<file path="src/rtl/fb_write_scheduler_pkg.sv">
// Shared definitions for the frame-buffer write scheduler.
// The state records which requester won arbitration on the previous cycle.
package fb_write_scheduler_pkg;

    typedef enum logic [1:0] {
        ST_IDLE = 2'd0,
        ST_XL   = 2'd1,
        ST_CPU  = 2'd2
    } arb_state_t;

endpackage

</file>
<file path="src/rtl/fb_wr_fifo.sv">
// Synchronous FIFO that buffers CPU frame-buffer writes ahead of arbitration.
// Pointers wrap naturally because DEPTH is a power of two.
module fb_wr_fifo #(
    parameter int unsigned WIDTH = 1,
    parameter int unsigned DEPTH = 4
) (
    input  logic                   clk,
    input  logic                   rst,
    input  logic                   push,
    input  logic [WIDTH-1:0]       push_data,
    input  logic                   pop,
    output logic [WIDTH-1:0]       head_data,
    output logic                   full,
    output logic                   empty,
    output logic [$clog2(DEPTH):0] count
);
    localparam int unsigned PW = $clog2(DEPTH);

    logic [WIDTH-1:0] mem [DEPTH];
    logic [PW-1:0]    wr_ptr;
    logic [PW-1:0]    rd_ptr;
    logic             do_push;
    logic             do_pop;

    assign full      = (count == (PW+1)'(DEPTH));
    assign empty     = (count == '0);
    assign do_push   = push && !full;
    assign do_pop    = pop && !empty;
    assign head_data = mem[rd_ptr];

    // Storage needs no reset; count and pointers alone define what is valid.
    always_ff @(posedge clk) begin
        if (do_push) begin
            mem[wr_ptr] <= push_data;
        end
    end

    always_ff @(posedge clk or posedge rst) begin
        if (rst) begin
            wr_ptr <= '0;
            rd_ptr <= '0;
            count  <= '0;
        end else begin
            if (do_push) begin
                wr_ptr <= wr_ptr + PW'(1);
            end
            if (do_pop) begin
                rd_ptr <= rd_ptr + PW'(1);
            end
            if (do_push && !do_pop) begin
                count <= count + (PW+1)'(1);
            end else if (!do_push && do_pop) begin
                count <= count - (PW+1)'(1);
            end
        end
    end

endmodule

</file>
<file path="src/rtl/fb_write_scheduler.sv">
// Arbitrates buffered CPU writes against unbuffered line-engine (XL) writes
// into a single registered frame-buffer write port, bounding CPU starvation.
module fb_write_scheduler
    import fb_write_scheduler_pkg::*;
#(
    parameter int unsigned MEM_WIDTH      = 1,
    parameter int unsigned MEM_DEPTH      = 786432,
    parameter int unsigned MEM_ADDR_WIDTH = $clog2(MEM_DEPTH),
    parameter int unsigned CPU_FIFO_DEPTH = 4,
    parameter int unsigned STARVE_LIMIT   = 8
) (
    input  logic                            clk,
    input  logic                            rst,
    input  logic                            cpu_wr_valid,
    output logic                            cpu_wr_ready,
    input  logic [MEM_ADDR_WIDTH-1:0]       cpu_wr_addr,
    input  logic [MEM_WIDTH-1:0]            cpu_wr_data,
    input  logic                            xl_wr_valid,
    output logic                            xl_wr_ready,
    input  logic [MEM_ADDR_WIDTH-1:0]       xl_wr_addr,
    input  logic [MEM_WIDTH-1:0]            xl_wr_data,
    output logic                            frame_wr_en,
    output logic [MEM_ADDR_WIDTH-1:0]       frame_wr_addr,
    output logic [MEM_WIDTH-1:0]            frame_wr_data,
    output logic [$clog2(CPU_FIFO_DEPTH):0] cpu_fifo_count
);
    localparam int unsigned FW = MEM_ADDR_WIDTH + MEM_WIDTH;
    localparam int unsigned SW = $clog2(STARVE_LIMIT + 1);
    localparam logic [SW-1:0] STREAK_MAX = SW'(STARVE_LIMIT);

    arb_state_t    state;
    arb_state_t    state_nxt;
    logic [SW-1:0] streak;
    logic [SW-1:0] streak_nxt;
    logic [FW-1:0] fifo_head;
    logic          fifo_full;
    logic          fifo_empty;
    logic          xl_grant;
    logic          cpu_grant;

    assign cpu_wr_ready = !fifo_full && !rst;
    assign xl_wr_ready  = xl_grant;

    fb_wr_fifo #(
        .WIDTH (FW),
        .DEPTH (CPU_FIFO_DEPTH)
    ) u_cpu_fifo (
        .clk       (clk),
        .rst       (rst),
        .push      (cpu_wr_valid && cpu_wr_ready),
        .push_data ({cpu_wr_addr, cpu_wr_data}),
        .pop       (cpu_grant),
        .head_data (fifo_head),
        .full      (fifo_full),
        .empty     (fifo_empty),
        .count     (cpu_fifo_count)
    );

    always_comb begin
        xl_grant   = 1'b0;
        cpu_grant  = 1'b0;
        state_nxt  = ST_IDLE;
        streak_nxt = streak;
        if (!rst) begin
            if (xl_wr_valid && (fifo_empty || streak < STREAK_MAX)) begin
                xl_grant  = 1'b1;
                state_nxt = ST_XL;
            end else if (!fifo_empty) begin
                cpu_grant = 1'b1;
                state_nxt = ST_CPU;
            end
        end
        if (cpu_grant || fifo_empty) begin
            streak_nxt = '0;
        end else if (xl_grant && streak < STREAK_MAX) begin
            streak_nxt = streak + SW'(1);
        end
    end

    always_ff @(posedge clk or posedge rst) begin
        if (rst) begin
            state         <= ST_IDLE;
            streak        <= '0;
            frame_wr_addr <= '0;
            frame_wr_data <= '0;
        end else begin
            state  <= state_nxt;
            streak <= streak_nxt;
            if (xl_grant) begin
                frame_wr_addr <= xl_wr_addr;
                frame_wr_data <= xl_wr_data;
            end else if (cpu_grant) begin
                {frame_wr_addr, frame_wr_data} <= fifo_head;
            end
        end
    end

    // The last-grant register doubles as the registered write enable.
    assign frame_wr_en = (state != ST_IDLE);

endmodule

</file>
<file path="config.mk">
export PLATFORM = sky130hd
export DESIGN_NAME = fb_write_scheduler
export DESIGN_NICKNAME = d
export VERILOG_FILES = /design/src/rtl/fb_write_scheduler_pkg.sv /design/src/rtl/fb_wr_fifo.sv /design/src/rtl/fb_write_scheduler.sv
export SDC_FILE = /design/constraint.sdc
export NUM_CORES = 1
export LEC_CHECK = 0
export ABC_AREA = 1
export BUFFER_PORTS_ARGS = -buffer_cell sky130_fd_sc_hd__buf_2
export CAP_MARGIN = 0
export CORE_ASPECT_RATIO = 0.9
export CORE_MARGIN = 2
export CORE_UTILIZATION = 50
export DETAILED_ROUTE_END_ITERATION = 8
export PLACE_DENSITY = 0.74
export SYNTH_ARGS = -nofsm -noshare
export SYNTH_HDL_FRONTEND = slang
export SYNTH_SLANG_ARGS = --single-unit
</file>
<file path="constraint.sdc">
create_clock -name clk -period 1.9 [get_ports clk]
set_input_delay 0.38 -clock clk [delete_from_list [all_inputs] [get_ports clk]]
set_output_delay 0.38 -clock clk [all_outputs]
set_load 0.01 [all_outputs]
</file>
==> reports/summary.md, run 1 <==
The flow ran to the end, and the final reports show no timing, DRC or antenna violations. The synthesized netlist net count was 536. The remaining number of nets flagged by the antenna check after routing was 0; the antenna diode count was 0. The synthesized design spends more area on one cell type than any other, namely edfxtp_1. Critical path's slowest cell: fa_2. The tools report the final weighted congestion in routability-driven placement as 0.760. Across the routed clock network, the largest skew measured is 0.00584 ns. The tools report the CTS buffer count as 17. Launch instance of the worst register-to-register path: u_cpu_fifo.count[0]$_DFFE_PP0P_. The critical path in this run is classified as reg -> reg. Wires add up to 11.3 mm. The cell family contributing the most delay on the critical path is adder cells.

Minimum clock period after layout: 1.89 ns. The worst setup path is captured at a register. Clock root buffer master: clkbuf_16.

The run gives 118 as the clock sink count. The area of all placed cells without fillers was 6380 sq um. The run gives 2.19 ns as the data required time of the worst path. The total count of max-transition violations in the final report is 0, and the area share of the largest cell type after synthesis is 49.6%. The fill cell total of the finished layout was 722. The tools report the number of antenna violations at the first check in global routing as 1. In the final routed layout, each cell accounts on average for 15.9 um. The run gives 3,779 as the number of global-route vias before repair.

The fraction of final layout cells with drive strength greater than 1 was 25.8%. Data on the critical path arrives at its endpoint at 2.18 ns. For this design the static power due to leakage is 2.86 nW. The longest clock path from root to sink contains 2 buffers. Setup violations remaining at the end of the flow were counted as 0. In the synthesized netlist the dominant register cell turns out to be edfxtp_1. The tool flagged a number of max-cap violations equal to 0. The count of flip-flops with a built-in enable after synthesis came out at 84. From left edge to right edge, the die measures 110 um. The tightest min-delay check is of the in -> async type.

The headroom to the max-slew limit was 49.7%; the number of standard-cell rows in the floorplan was 34. The peak supply drop is 676 uV. The first global-routing pass estimated 18.3 mm of wire. The number of nets in the finished design came out at 622.

Once the floorplan was initialized, standard cells occupied 52.0% of the core. For the maximum clock rate, the log shows 0.529 GHz. The end point of the critical path was u_cpu_fifo.count[1]$_DFFE_PP0P_.

The mapped netlist covers 5090 sq um. The share of synthesized registers carrying an async set or reset is 28.8%, and the detailed-route vias per instance is 5.31. The number of endpoints with negative hold slack in the final report is 0, and the post-placement cell count is 671.

The cell area power density was 1520 nW/um^2; the quantity of I/O buffers inserted on ports was 72. The library cell with the highest instance count after synthesis is nand2_1. Counting cells, the worst reg-to-reg path comes to 9. Total number of vias: 3,756. During synthesis, Yosys emitted a total of 0 warnings.

For this run, design rule violations remaining after detail routing come to 0. The synthesized instance count was 483; the fraction of the cycle the final worst path needs was 99.4%. During I/O placement, the number of pins put on the boundary was 73. For the fraction of the yosys area taken by sequential cells, the log shows 66.3%. Relative to the synthesized area, the layout overhead comes to 25.4%. The die height was 99.7 um. The tools report the area of the core as 9780 sq um. The setup check on the worst reg-to-reg path leaves a slack of 0.01 ns.

For the HPWL after detailed placement, the log shows 6.69 mm. Clock latency on the worst-skew pair, taken at its later pin, is 0.41 ns. Final hold analysis gives a worst-case slack of 0.0903 ns. Overall routing resource usage: 22.3%. The total stage count of the critical path is 9, and the number of H-tree levels is 4.

TritonCTS built the clock tree. STA classifies the critical path startpoint as a register. The CTS clock-pin slew for the worst setup and hold paths was 0.05 ns. In this run, distinct cell masters in the synthesized netlist total 25. The number of buffers and inverters on the critical path is 3.

For this run, the slowest stage of the critical path takes 0.43 ns. Global routing finished with a remaining overflow of 0. Detailed-router iteration count before antenna repair: 5. The signal on the critical path passes through nor2_4, buf_6, a21oi_4, nand2_4, inv_4, ha_4, inv_2, fa_2, mux2_4. Synthesized area per cell: 10.5 sq um.

Setup repair after global routing could not meet its margin everywhere. Launch point of the worst path: u_cpu_fifo.count[0]$_DFFE_PP0P_. The tools report the number of DRC markers in iteration 0 as 311. The worst-path maximum fanout is 3, and the cell area after placement is 5710 sq um. The die covers 11,000 sq um. For the pin with the worst max-slew slack, the measured transition is 0.754 ns. Ranked by instance count, the synthesized netlist is headed by 173 x nand2_1, 84 x edfxtp_1, 69 x nand3_1, 37 x inv_1, 34 x dfrtp_1. The reg-to-reg critical path endpoint is u_cpu_fifo.count[1]$_DFFE_PP0P_. Counting flops and latches in the post-synthesis netlist gives 118. Sorting the synthesized cells by area gives the leading types as edfxtp_1 50%, dfrtp_1 17%, nand2_1 13%. After the flow finishes, the layout carries non-filler instances totaling 708. Entering global routing, the biggest net connects 59 pins.
kinds of logic (layout without fill, tap and decap cells):
group / count (synthesis) / count (layout) / synth area share (%)
buf+inv: 67 / 166 / 5.70
simple gates: 275 / 275 / 23.8
xor+xnor: 5 / 5 / 0.860
fa+ha+maj: 7 / 7 / 1.87
mux: 1 / 1 / 0.221
flops: 118 / 118 / 66.3
compound gates: 10 / 10 / 1.30
what timing repair did:
action                     in CTS  in global routing
setup buffers                   6                  0
gates resized for setup         5                  2
hold buffers                    0                  0
setup endpoints to repair       2                  2
pin swaps                       3                  0
routing by layer:
metal  track usage, %  vias up  share of wire [%]
met5                0        -               0.11
met4             8.94        2                1.2
met3             6.42       15                6.8
met2             36.2      149                 50
met1             28.2     1795                 42
li1                 -     1795                  -
cells in the final DEF, fill, tap and decap left out, types with 2 or more instances in the layout:
cell / instances
buf_12: 6
buf_2: 72
buf_4: 14
bufinv_16: 3
clkbuf_16: 17
clkinv_2: 2
clkinv_4: 5
clkinvlp_4: 2
dfrtp_1: 32
dfrtp_2: 2
edfxtp_1: 84
ha_1: 5
inv_1: 34
inv_2: 5
inv_4: 2
inv_6: 2
nand2_1: 172
nand2_4: 4
nand3_1: 69
nand4_1: 22
nor2_2: 4
o21ai_0: 5
xor2_1: 4
worst register-to-register path, cell delays in order, from the launching register on:
cell and delay [ns]:
dfrtp_2 0.42, nor2_4 0.15, buf_6 0.12, a21oi_4 0.06, nand2_4 0.07, inv_4 0.04
ha_4 0.15, inv_2 0.06, fa_2 0.43, mux2_4 0.28
power by group:
group | leakage (nW) | internal [W] | switching (W)
registers | 1.18 | 0.00329 | 0.000247
logic | 1.39 | 0.00106 | 0.00185
clock network | 0.291 | 0.00207 | 0.00115
total | 2.86 | 0.00642 | 0.00325
sequential cells by signal, indices dropped and copies added (netlist names):
signal and count:
u_cpu_fifo.mem 84, frame_wr_addr 20, streak 4, u_cpu_fifo.count 3, state 2, u_cpu_fifo.rd_ptr 2
u_cpu_fifo.wr_ptr 2, frame_wr_data 1
how the worst min path moves through the flow:
stage / startpoint / to / slack, ns / cells after the start
finish: rst / u_cpu_fifo.count[2]$_DFFE_PP0P_ / 0.09 / 3
global route: rst / streak[3]$_DFFE_PP0P_ / 0.11 / 3
CTS: rst / u_cpu_fifo.wr_ptr[0]$_DFFE_PP0P_ / 0.09 / 3
detailed placement: frame_wr_addr[14]$_DFFE_PP0P_ / frame_wr_addr[14]$_DFFE_PP0P_ / 0.46 / 2
global placement: frame_wr_addr[5]$_DFFE_PP0P_ / frame_wr_addr[5]$_DFFE_PP0P_ / 0.46 / 2
floorplan: cpu_wr_data / u_cpu_fifo.mem[0][0]$_DFFE_PP_ / 0.48 / 0
per-stage QoR:
step / setup slack [ns] / util (%) / total power [W] / TNS (ns)
final: 0.0109 / 65.2 / 0.00967 / 0
after global routing: -0.0442 / 65.2 / 0.0102 / -0.0774
after CTS: 0.00319 / 65.2 / 0.00970 / 0
after detailed placement: 0.0118 / 58.4 / 0.00636 / 0
after global placement: 0.0647 / 58.4 / 0.00627 / 0
after floorplan: -0.0260 / - / 0.00538 / -0.0468
area by class of cell:
class / count / area (sq um) / area share (%)
clock inverter: 14 / 176 / 2.76
sequential: 118 / 3380 / 52.9
clock buffer: 18 / 429 / 6.72
multi-input combinational: 298 / 1490 / 23.3
timing repair buffer: 93 / 597 / 9.35
tap: 126 / 158 / 2.47
inverter: 41 / 159 / 2.49
(Power assumes the default switching activity.)
==> inputs of run 2 (changes only) <==
Settings changed: BUFFER_PORTS_ARGS -buffer_cell sky130_fd_sc_hd__buf_2 to -buffer_cell sky130_fd_sc_hd__buf_4.
==> run 2 against run 1 <==
Against the previous run:
- first-iteration DRC count decreased by 11%
- worst setup slack better by 0.0089 ns
- critical path depth stayed put
- combinational power grew 7%
- clock skew hardly changed
- global-route usage is 0.56 points lower
- clock power fell by 4%
- maximum frequency grew 0.48%
- die area did not move
- power grew 0.78%
- sequential power about the same
==> reports/summary.md, run 2 (synthesis results as in run 1) <==
CTS clock-pin slew for the worst setup and hold paths: 0.06 ns (was 0.05 ns). The tools report the clock root buffer master as clkbuf_16 (unchanged). For the peak supply drop, the log shows 790 uV (was 676 uV). The post-route setup TNS is 0 ns (unchanged), and the routed length on met2 is 5.65 mm (was 5.62 mm). The total grt overflow is 0 (unchanged). The cell area power density came out at 1490 nW/um^2 (was 1520 nW/um^2). The minimum clock period after layout works out to 1.88 ns (was 1.89 ns). The number of endpoints with negative hold slack in the final report was 0 (unchanged); the buffer and inverter count on the worst path was 3 (unchanged). The run gives 0.40 ns (was 0.41 ns) as the clock latency reported for the late side of the worst-skew pair. The highest layer used for signal routing was met4 (was met5). The logs give 0 (unchanged) for the total of endpoints with negative setup slack in the final report and 0.532 GHz (was 0.529 GHz) for the maximum clock rate. The area of all placed cells without fillers came out at 6550 sq um (was 6380 sq um). The run gives 651 um (was 768 um) as the total met3 wirelength after detailed routing.

The quantity of I/O buffers inserted on ports was 72 (unchanged); the overall routing resource usage was 21.7% (was 22.3%). The x dimension of the die works out to 110 um (unchanged). The total count of max-transition violations in the final report came out at 0 (unchanged).

The area added between synthesis and finish was 28.7% (was 25.4%). The flow ran to the end, and the final reports show no timing, DRC or antenna violations. Commonest cells after routing, fill and taps aside: 172 x nand2_1, 91 x buf_4, 84 x edfxtp_1 (was 172 x nand2_1, 84 x edfxtp_1, 72 x buf_2).

The wire length of the first global-routing pass is 18.0 mm (was 18.3 mm), and the number of DRC markers in iteration 0 is 276 (was 311). The tools report the headroom to the max-slew limit as 70.1% (was 49.7%). The static leakage power was 2.91 nW (was 2.86 nW). Fill cell total of the finished layout: 695 (was 722).

The total routed wirelength is 11.3 mm (about the same), and the final weighted congestion in routability-driven placement is 0.786 (was 0.760). The fraction of the cycle the final worst path needs is 99.0% (was 99.4%), and the CTS buffer count is 17 (unchanged). Clock tree buffer depth: 2 (unchanged). The maximum clock skew at final layout is 0.00582 ns (was 0.00584 ns). The tools report the endpoint kind of the worst setup timing path as a register (unchanged). Biggest registers after layout: u_cpu_fifo.mem: 84 flops, frame_wr_addr: 20 flops, streak: 4 flops (unchanged). The fraction of final layout cells with drive strength greater than 1 works out to 26.2% (was 25.8%). For the data required time of the worst path, the log shows 2.19 ns (about the same).

TritonCTS built the clock tree. Setup repair after global routing could not meet its margin everywhere. Cell family contributing the most delay on the critical path: adder cells (unchanged). The die height is 99.7 um (unchanged).

The remaining number of nets flagged by the antenna check after routing was 0 (unchanged). Slew at the pin closest to its max-slew limit: 0.449 ns (was 0.754 ns). Critical-path cell list: nor2_4, buf_6, a21oi_4, nand2_4, inv_4, ha_4, inv_2, fa_2, mux2_4 (unchanged).

The critical setup path kind was reg -> reg (unchanged). The worst-path maximum fanout is 3 (unchanged), and the number of H-tree levels is 4 (unchanged). For the detailed-router iteration count before antenna repair, the log shows 5 (unchanged). The logs give 4.90 mm (was 4.73 mm) for the met1 wire length and 9780 sq um (unchanged) for the area of the core. Largest net degree at the start of global routing: 44 (was 59). The path category of the worst min-delay check is in -> async (unchanged). Most flop-heavy register: u_cpu_fifo.mem (unchanged).

The effective utilization at floorplan is 52.0% (unchanged). The tools report the sort of element at the start of the critical path as a register (unchanged). The run gives 73 (unchanged) as the top-level port count. Area of the die: 11,000 sq um (unchanged).

The average wire per cell in the routed design was 15.9 um (about the same). The cell area after placement is 5900 sq um (was 5710 sq um), and the DRC violation count after routing is 0 (unchanged). For the clock sink count, the log shows 118 (unchanged). The arrival time of data at the critical path endpoint is 2.17 ns (was 2.18 ns). The critical path's slowest cell is dfrtp_2 (was fa_2). Most common cell after layout, fill and taps aside: nand2_1 (unchanged). The total number of vias is 3,749 (was 3,756), and the detailed-route vias per instance is 5.27 (was 5.31). For the number of standard-cell rows in the floorplan, the log shows 34 (unchanged). For the number of nets in the finished design, the log shows 626 (was 622). For the count of hold buffers inserted by post-cts repair, the log shows 0 (unchanged). The max-capacitance violation count was 0 (unchanged).

The stage delay of the slowest cell on the critical path was 0.42 ns (was 0.43 ns); the antenna diode count was 0 (unchanged). The logs give 0 (was 1) for the number of antenna violations at the first check in global routing and 3,667 (was 3,779) for the number of global-route vias before repair. HPWL after detailed placement: 6.94 mm (was 6.69 mm).

The flip-flop count of the largest register after layout came out at 84 (unchanged).
-- run 2: per-stage QoR --
step	worst slack (ns)	hold WS [ns]	util [%]	instances	total power (W)
after floorplan	-0.0260	0.479	-	483	0.00538
after global placement	0.0602	0.464	60.3	673	0.00646
after detailed placement	0.00673	0.468	60.3	673	0.00657
after CTS	0.00816	0.0985	66.6	709	0.00975
after global routing	-0.0268	0.121	67.0	711	0.0103
final	0.0198	0.106	67.0	711	0.00975
-- run 2: final timing paths --
check,from,to,slack [ns],cells past startpoint
worst max-delay path,u_cpu_fifo.count[0]$_DFFE_PP0P_,u_cpu_fifo.count[1]$_DFFE_PP0P_,0.02,9
worst min-delay path,rst,frame_wr_addr[3]$_DFFE_PP0P_,0.11,3
worst max register to register,u_cpu_fifo.count[0]$_DFFE_PP0P_,u_cpu_fifo.count[1]$_DFFE_PP0P_,0.02,9
worst min register to register,frame_wr_addr[18]$_DFFE_PP0P_,frame_wr_addr[18]$_DFFE_PP0P_,0.48,2
max in group asynchronous,rst,frame_wr_addr[19]$_DFFE_PP0P_,1.38,3
min in group clk,cpu_wr_addr[1],u_cpu_fifo.mem[1][2]$_DFFE_PP_,0.17,1
-- run 2: report_power, final --
part           switching (W)  internal, W  total, W
combinational        0.00186      0.00125   0.00311
clock                0.00115      0.00193   0.00308
sequential          0.000262      0.00329   0.00355
total                0.00328      0.00647   0.00975
-- run 2: repair_timing --
action | CTS | global route
gates resized for setup | 4 | 3
setup endpoints to repair | 2 | 2
pin swaps | 4 | 0
buffers inserted | 6 | 2
-- run 2: metal layers --
metal	up-vias	global-route usage, %
li1	1795	-
met1	1833	28.2
met2	109	34.7
met3	12	5.96
met4	0	8.56
met5	-	0
-- run 2: worst register-to-register path, stage by stage (launching register included) --
cell and delay, ns:
dfrtp_2 0.42, nor2_4 0.15, buf_6 0.12, a21oi_4 0.06
nand2_4 0.07, inv_4 0.04, ha_4 0.15, inv_2 0.06
fa_2 0.42, mux2_4 0.28
-- run 2: area by class of cell --
cell class	instances	area [sq um]	area share [%]
Sequential cell	118	3380	51.5
Clock buffer	17	425	6.49
Inverter	41	159	2.43
Clock inverter	14	151	2.31
Tap cell	126	158	2.41
Multi-Input combinational cell	298	1490	22.7
Timing Repair Buffer	97	795	12.1
==> inputs of run 3 (changes only) <==
Settings changed: CORE_UTILIZATION 50 to 52, GPL_ROUTABILITY_DRIVEN set to 0, PLACE_DENSITY 0.74 to 0.76, SYNTH_HIERARCHICAL set to 1.
==> run 3 against run 2 <==
Against the previous run:
- sequential power hardly changed
- power is 4.1% higher
- area after synthesis increased by 2.3%
- largest cell class unchanged
- die area decreased by 1.6%
- final cell count rose by 0.42%
- worst setup slack worse by 0.15 ns
- clock skew rose by 0.0013 ns
- register-to-register slack worse by 0.15 ns
- the flow now finishes with violations (setup timing)
- non-clock buffer count rose by 20
- sequential share of layout area is 2.3 points lower
==> reports/summary.md, run 3 <==
The number of nets in the finished design came out at 628 (was 626). Synthesized area per cell: 11.3 sq um (was 10.5 sq um). For the post-layout utilization of the core, the log shows 70.7% (was 67.0%). Setup repair after global routing could not meet its margin everywhere. Most instantiated cells after synthesis: 128 x nand2_1, 84 x edfxtp_1, 62 x inv_1, 50 x nand3_1, 34 x dfrtp_1 (was 173 x nand2_1, 84 x edfxtp_1, 69 x nand3_1, 37 x inv_1, 34 x dfrtp_1).

The CTS buffer count is 17 (unchanged). The logs give 0 (unchanged) for the remaining number of nets flagged by the antenna check after routing and 4 (was 5) for the detailed-router iteration count before antenna repair. The run gives 3,732 (was 3,749) as the total number of vias. The number of endpoints with negative hold slack in the final report came out at 0 (unchanged).

Critical setup path kind: reg -> reg (unchanged). The arrival time of data at the critical path endpoint is 2.43 ns (was 2.17 ns), and the total count of max-transition violations in the final report is 0 (unchanged). The most common cell after layout, fill and taps aside is nand2_1 (unchanged). The buffer and inverter count on the worst path is 5 (was 3), and the overall routing resource usage is 22.9% (was 21.7%). The run gives 2 (unchanged) as the clock tree buffer depth. Clock root buffer master: clkbuf_8 (was clkbuf_16). Critical path's slowest cell: dfrtp_1 (was dfrtp_2). For the headroom to the max-slew limit, the log shows 61.1% (was 70.1%).

The slew at the pin closest to its max-slew limit was 0.582 ns (was 0.449 ns); the largest net degree at the start of global routing was 30 (was 44). Number of global-route vias before repair: 3,707 (was 3,667). Critical-path cell list: buf_6, nand3_4, inv_4, nor3b_4, nand2_2, inv_2, ha_4, inv_4, fa_2, inv_1, nand2_2, nand4_1, nand2_1 (was nor2_4, buf_6, a21oi_4, nand2_4, inv_4, ha_4, inv_2, fa_2, mux2_4). Area share of the largest cell type after synthesis: 48.5% (was 49.6%). The clock sink count was 118 (unchanged); the sequential share of power was 34.7% (was 36.4%). The number of distinct library cell variants in the gate-level netlist after synthesis came out at 26 (was 25).

The path category of the worst min-delay check is in -> reg (was in -> async). Minimum clock period after layout: 2.03 ns (was 1.88 ns). The checks that failed: setup timing.

The tools report the post-route setup TNS as -0.233 ns (was 0 ns). The CTS clock-pin slew for the worst setup and hold paths works out to 0.06 ns (about the same). The cell area power density came out at 1480 nW/um^2 (was 1490 nW/um^2). The count of flip-flops with a built-in enable after synthesis is 84 (unchanged).

Commonest cells after routing, fill and taps aside: 124 x nand2_1, 106 x buf_4, 84 x edfxtp_1 (was 172 x nand2_1, 91 x buf_4, 84 x edfxtp_1). The switching fraction of total power is 33.6% (about the same). The max-capacitance violation count was 0 (unchanged); the post-synthesis register bit count was 118 (unchanged). Biggest registers after layout: u_cpu_fifo/mem: 84 flops, frame_wr_addr: 20 flops, streak: 4 flops (was u_cpu_fifo.mem: 84 flops, frame_wr_addr: 20 flops, streak: 4 flops).

The antenna diode count was 0 (unchanged). The area of the core came out at 9700 sq um (was 9780 sq um). Total grt overflow: 0 (unchanged). The library cell with the highest instance count after synthesis was nand2_1 (unchanged).

The maximum clock skew at final layout is 0.00716 ns (was 0.00582 ns), and the net switching power is 0.00341 W (was 0.00328 W). The cell family contributing the most delay on the critical path is simple AND/OR/NAND/NOR gates (was adder cells). The fraction of the cycle the final worst path needs was 107% (was 99.0%).

The run gives 64.8% (was 66.3%) as the fraction of the yosys area taken by sequential cells. The quantity of I/O buffers inserted on ports works out to 72 (unchanged). For the share of total power in the clock network, the log shows 30.4% (was 31.6%). The detailed-route vias per instance is 5.23 (was 5.27).

The synthesized netlist net count was 513 (was 536); the die height was 98.9 um (was 99.7 um). The share of synthesized registers carrying an async set or reset came out at 28.8% (unchanged). Sort of element at the start of the critical path: a register (unchanged). Number of standard-cell rows in the floorplan: 34 (unchanged).

The tools report the total routed wirelength as 12.0 mm (was 11.3 mm). The post-route worst setup slack was -0.133 ns (was 0.0198 ns); the DRC violation count after routing was 0 (unchanged). The run gives 0.00674 W (was 0.00647 W) as the internal power contribution. The cell taking the most area after synthesis is edfxtp_1 (unchanged). The total of endpoints with negative setup slack in the final report is 4 (was 0), and the synthesis warning total is 6 (was 0). The flip-flop count of the largest register after layout came out at 84 (unchanged). For the fill cell total of the finished layout, the log shows 640 (was 695).

The maximum clock rate was 0.492 GHz (was 0.532 GHz). The effective utilization at floorplan came out at 53.7% (was 52.0%). Combinational group share of total power: 34.9% (was 31.9%).

Endpoint kind of the worst setup timing path: a register (unchanged). The number of H-tree levels came out at 4 (unchanged). The clock latency reported for the late side of the worst-skew pair is 0.51 ns (was 0.40 ns). The static leakage power is 3.07 nW (was 2.91 nW), and the HPWL after detailed placement is 7.31 mm (was 6.94 mm). Most instantiated flip-flop cell in the synthesis netlist: edfxtp_1 (unchanged).

The fraction of final layout cells with drive strength greater than 1 was 34.0% (was 26.2%). For the number of antenna violations at the first check in global routing, the log shows 0 (unchanged). The flow ran to the end, but the final reports show violations. The total standard cell area after synthesis is 5200 sq um (was 5090 sq um), and the area of the die is 10,800 sq um (was 11,000 sq um). The stage delay of the slowest cell on the critical path was 0.40 ns (was 0.42 ns); the worst-path maximum fanout was 2 (was 3). X dimension of the die: 109 um (was 110 um). The synthesized instance count is 460 (was 483). The most flop-heavy register was u_cpu_fifo/mem (was u_cpu_fifo.mem).

Largest cells by area after synthesis: edfxtp_1 48%, dfrtp_1 16%, nand2_1 9.2% (was edfxtp_1 50%, dfrtp_1 17%, nand2_1 13%). The number of DRC markers in iteration 0 is 235 (was 276). TritonCTS built the clock tree.

The average wire per cell in the routed design was 16.8 um (was 15.9 um); the wire length of the first global-routing pass was 18.6 mm (was 18.0 mm). The logs give 73 (unchanged) for the top-level port count and 826 uV (was 790 uV) for the peak supply drop. The data required time of the worst path was 2.29 ns (was 2.19 ns); the area added between synthesis and finish was 31.7% (was 28.7%).
-- run 3: changes by cell type in the layout (fill, tap and decap cells not counted), moves of 3 or more --
cell,previous run,this run
nand2_1,172,124
inv_1,34,56
nand3_1,69,47
o211ai_1,0,21
o211ai_2,0,21
nand4_1,22,4
buf_4,91,106
inv_4,2,6
o21ai_0,5,1
buf_6,1,4
clkinv_4,3,0
nand2_2,0,3
nor2_1,1,4
xor2_1,4,1
-- run 3: repair_timing --
item	4_1_cts	5_1_grt
buffers inserted	11	10
resized for setup	13	5
endpoints found under the setup margin	3	27
hold buffers	1	0
hold endpoints to repair	13	0
pin swaps	8	9
-- run 3: final cells by class --
type                       count  area [sq um]  area share, %
clock buffer                  18           418           6.10
clock inverter                14           159           2.32
inverter                      69           278           4.05
multi-input combinational    252          1500           21.8
sequential                   118          3370           49.2
tap                          126           158           2.30
timing repair buffer         117           971           14.2
-- run 3: logic make-up (layout without fill, tap and decap cells) --
| family | count (synthesis) | in the layout | synth area share (%) |
|---|---|---|---|
| AO/OA/AOI/OAI | 45 | 45 | 8.37 |
| XOR/XNOR | 2 | 2 | 0.337 |
| adder cells (fa/ha/maj) | 7 | 7 | 1.83 |
| AND/OR/NAND/NOR | 198 | 198 | 16.4 |
| buffers and inverters | 90 | 218 | 8.22 |
| flip-flops | 118 | 118 | 64.8 |
-- run 3: power by group through the flow --
stage                     logic, W  registers, W  clock network, W
final                      0.00354       0.00352           0.00309
after global routing       0.00384       0.00355           0.00327
after CTS                  0.00338       0.00351           0.00313
after detailed placement   0.00313       0.00355                 0
after global placement     0.00302       0.00353                 0
after floorplan            0.00192       0.00364                 0
-- run 3: routing by layer --
layer / part of all wire [%] / global-route usage [%] / wire, um
met1: 42 / 30.3 / 5080
met2: 50 / 37.4 / 5960
met3: 6.0 / 5.09 / 713
met4: 1.9 / 8.18 / 222
met5: 0 / 0 / 0
-- run 3: metrics by stage --
stage                     instances  hold slack (ns)  area [sq um]  power (W)  setup WS (ns)
final                           714           0.0715          6860     0.0101         -0.133
after detailed placement        661            0.379          6060    0.00668        0.00776
after global routing            714           0.0522          6860     0.0107         -0.212
after CTS                       704           0.0556          6760     0.0100        -0.0296
after global placement          661            0.373          6060    0.00655         0.0939
after floorplan                 460            0.183          5270    0.00556         -0.148
-- run 3: path summary, 6_finish.rpt --
kind | end | from | cells past startpoint | slack [ns]
worst max register to register | u_cpu_fifo/count[2]$_DFFE_PP0P_ | u_cpu_fifo/count[2]$_DFFE_PP0P_ | 13 | -0.13
worst max-delay path | u_cpu_fifo/count[2]$_DFFE_PP0P_ | u_cpu_fifo/count[2]$_DFFE_PP0P_ | 13 | -0.13
min in group asynchronous | u_cpu_fifo/count[1]$_DFFE_PP0P_ | rst | 3 | 0.43
max in group asynchronous | streak[1]$_DFFE_PP0P_ | rst | 4 | 1.04
worst min-delay path | u_cpu_fifo/mem[0][14]$_DFFE_PP_ | cpu_wr_addr[13] | 1 | 0.07
worst min register to register | frame_wr_addr[16]$_DFFE_PP0P_ | frame_wr_addr[16]$_DFFE_PP0P_ | 2 | 0.52
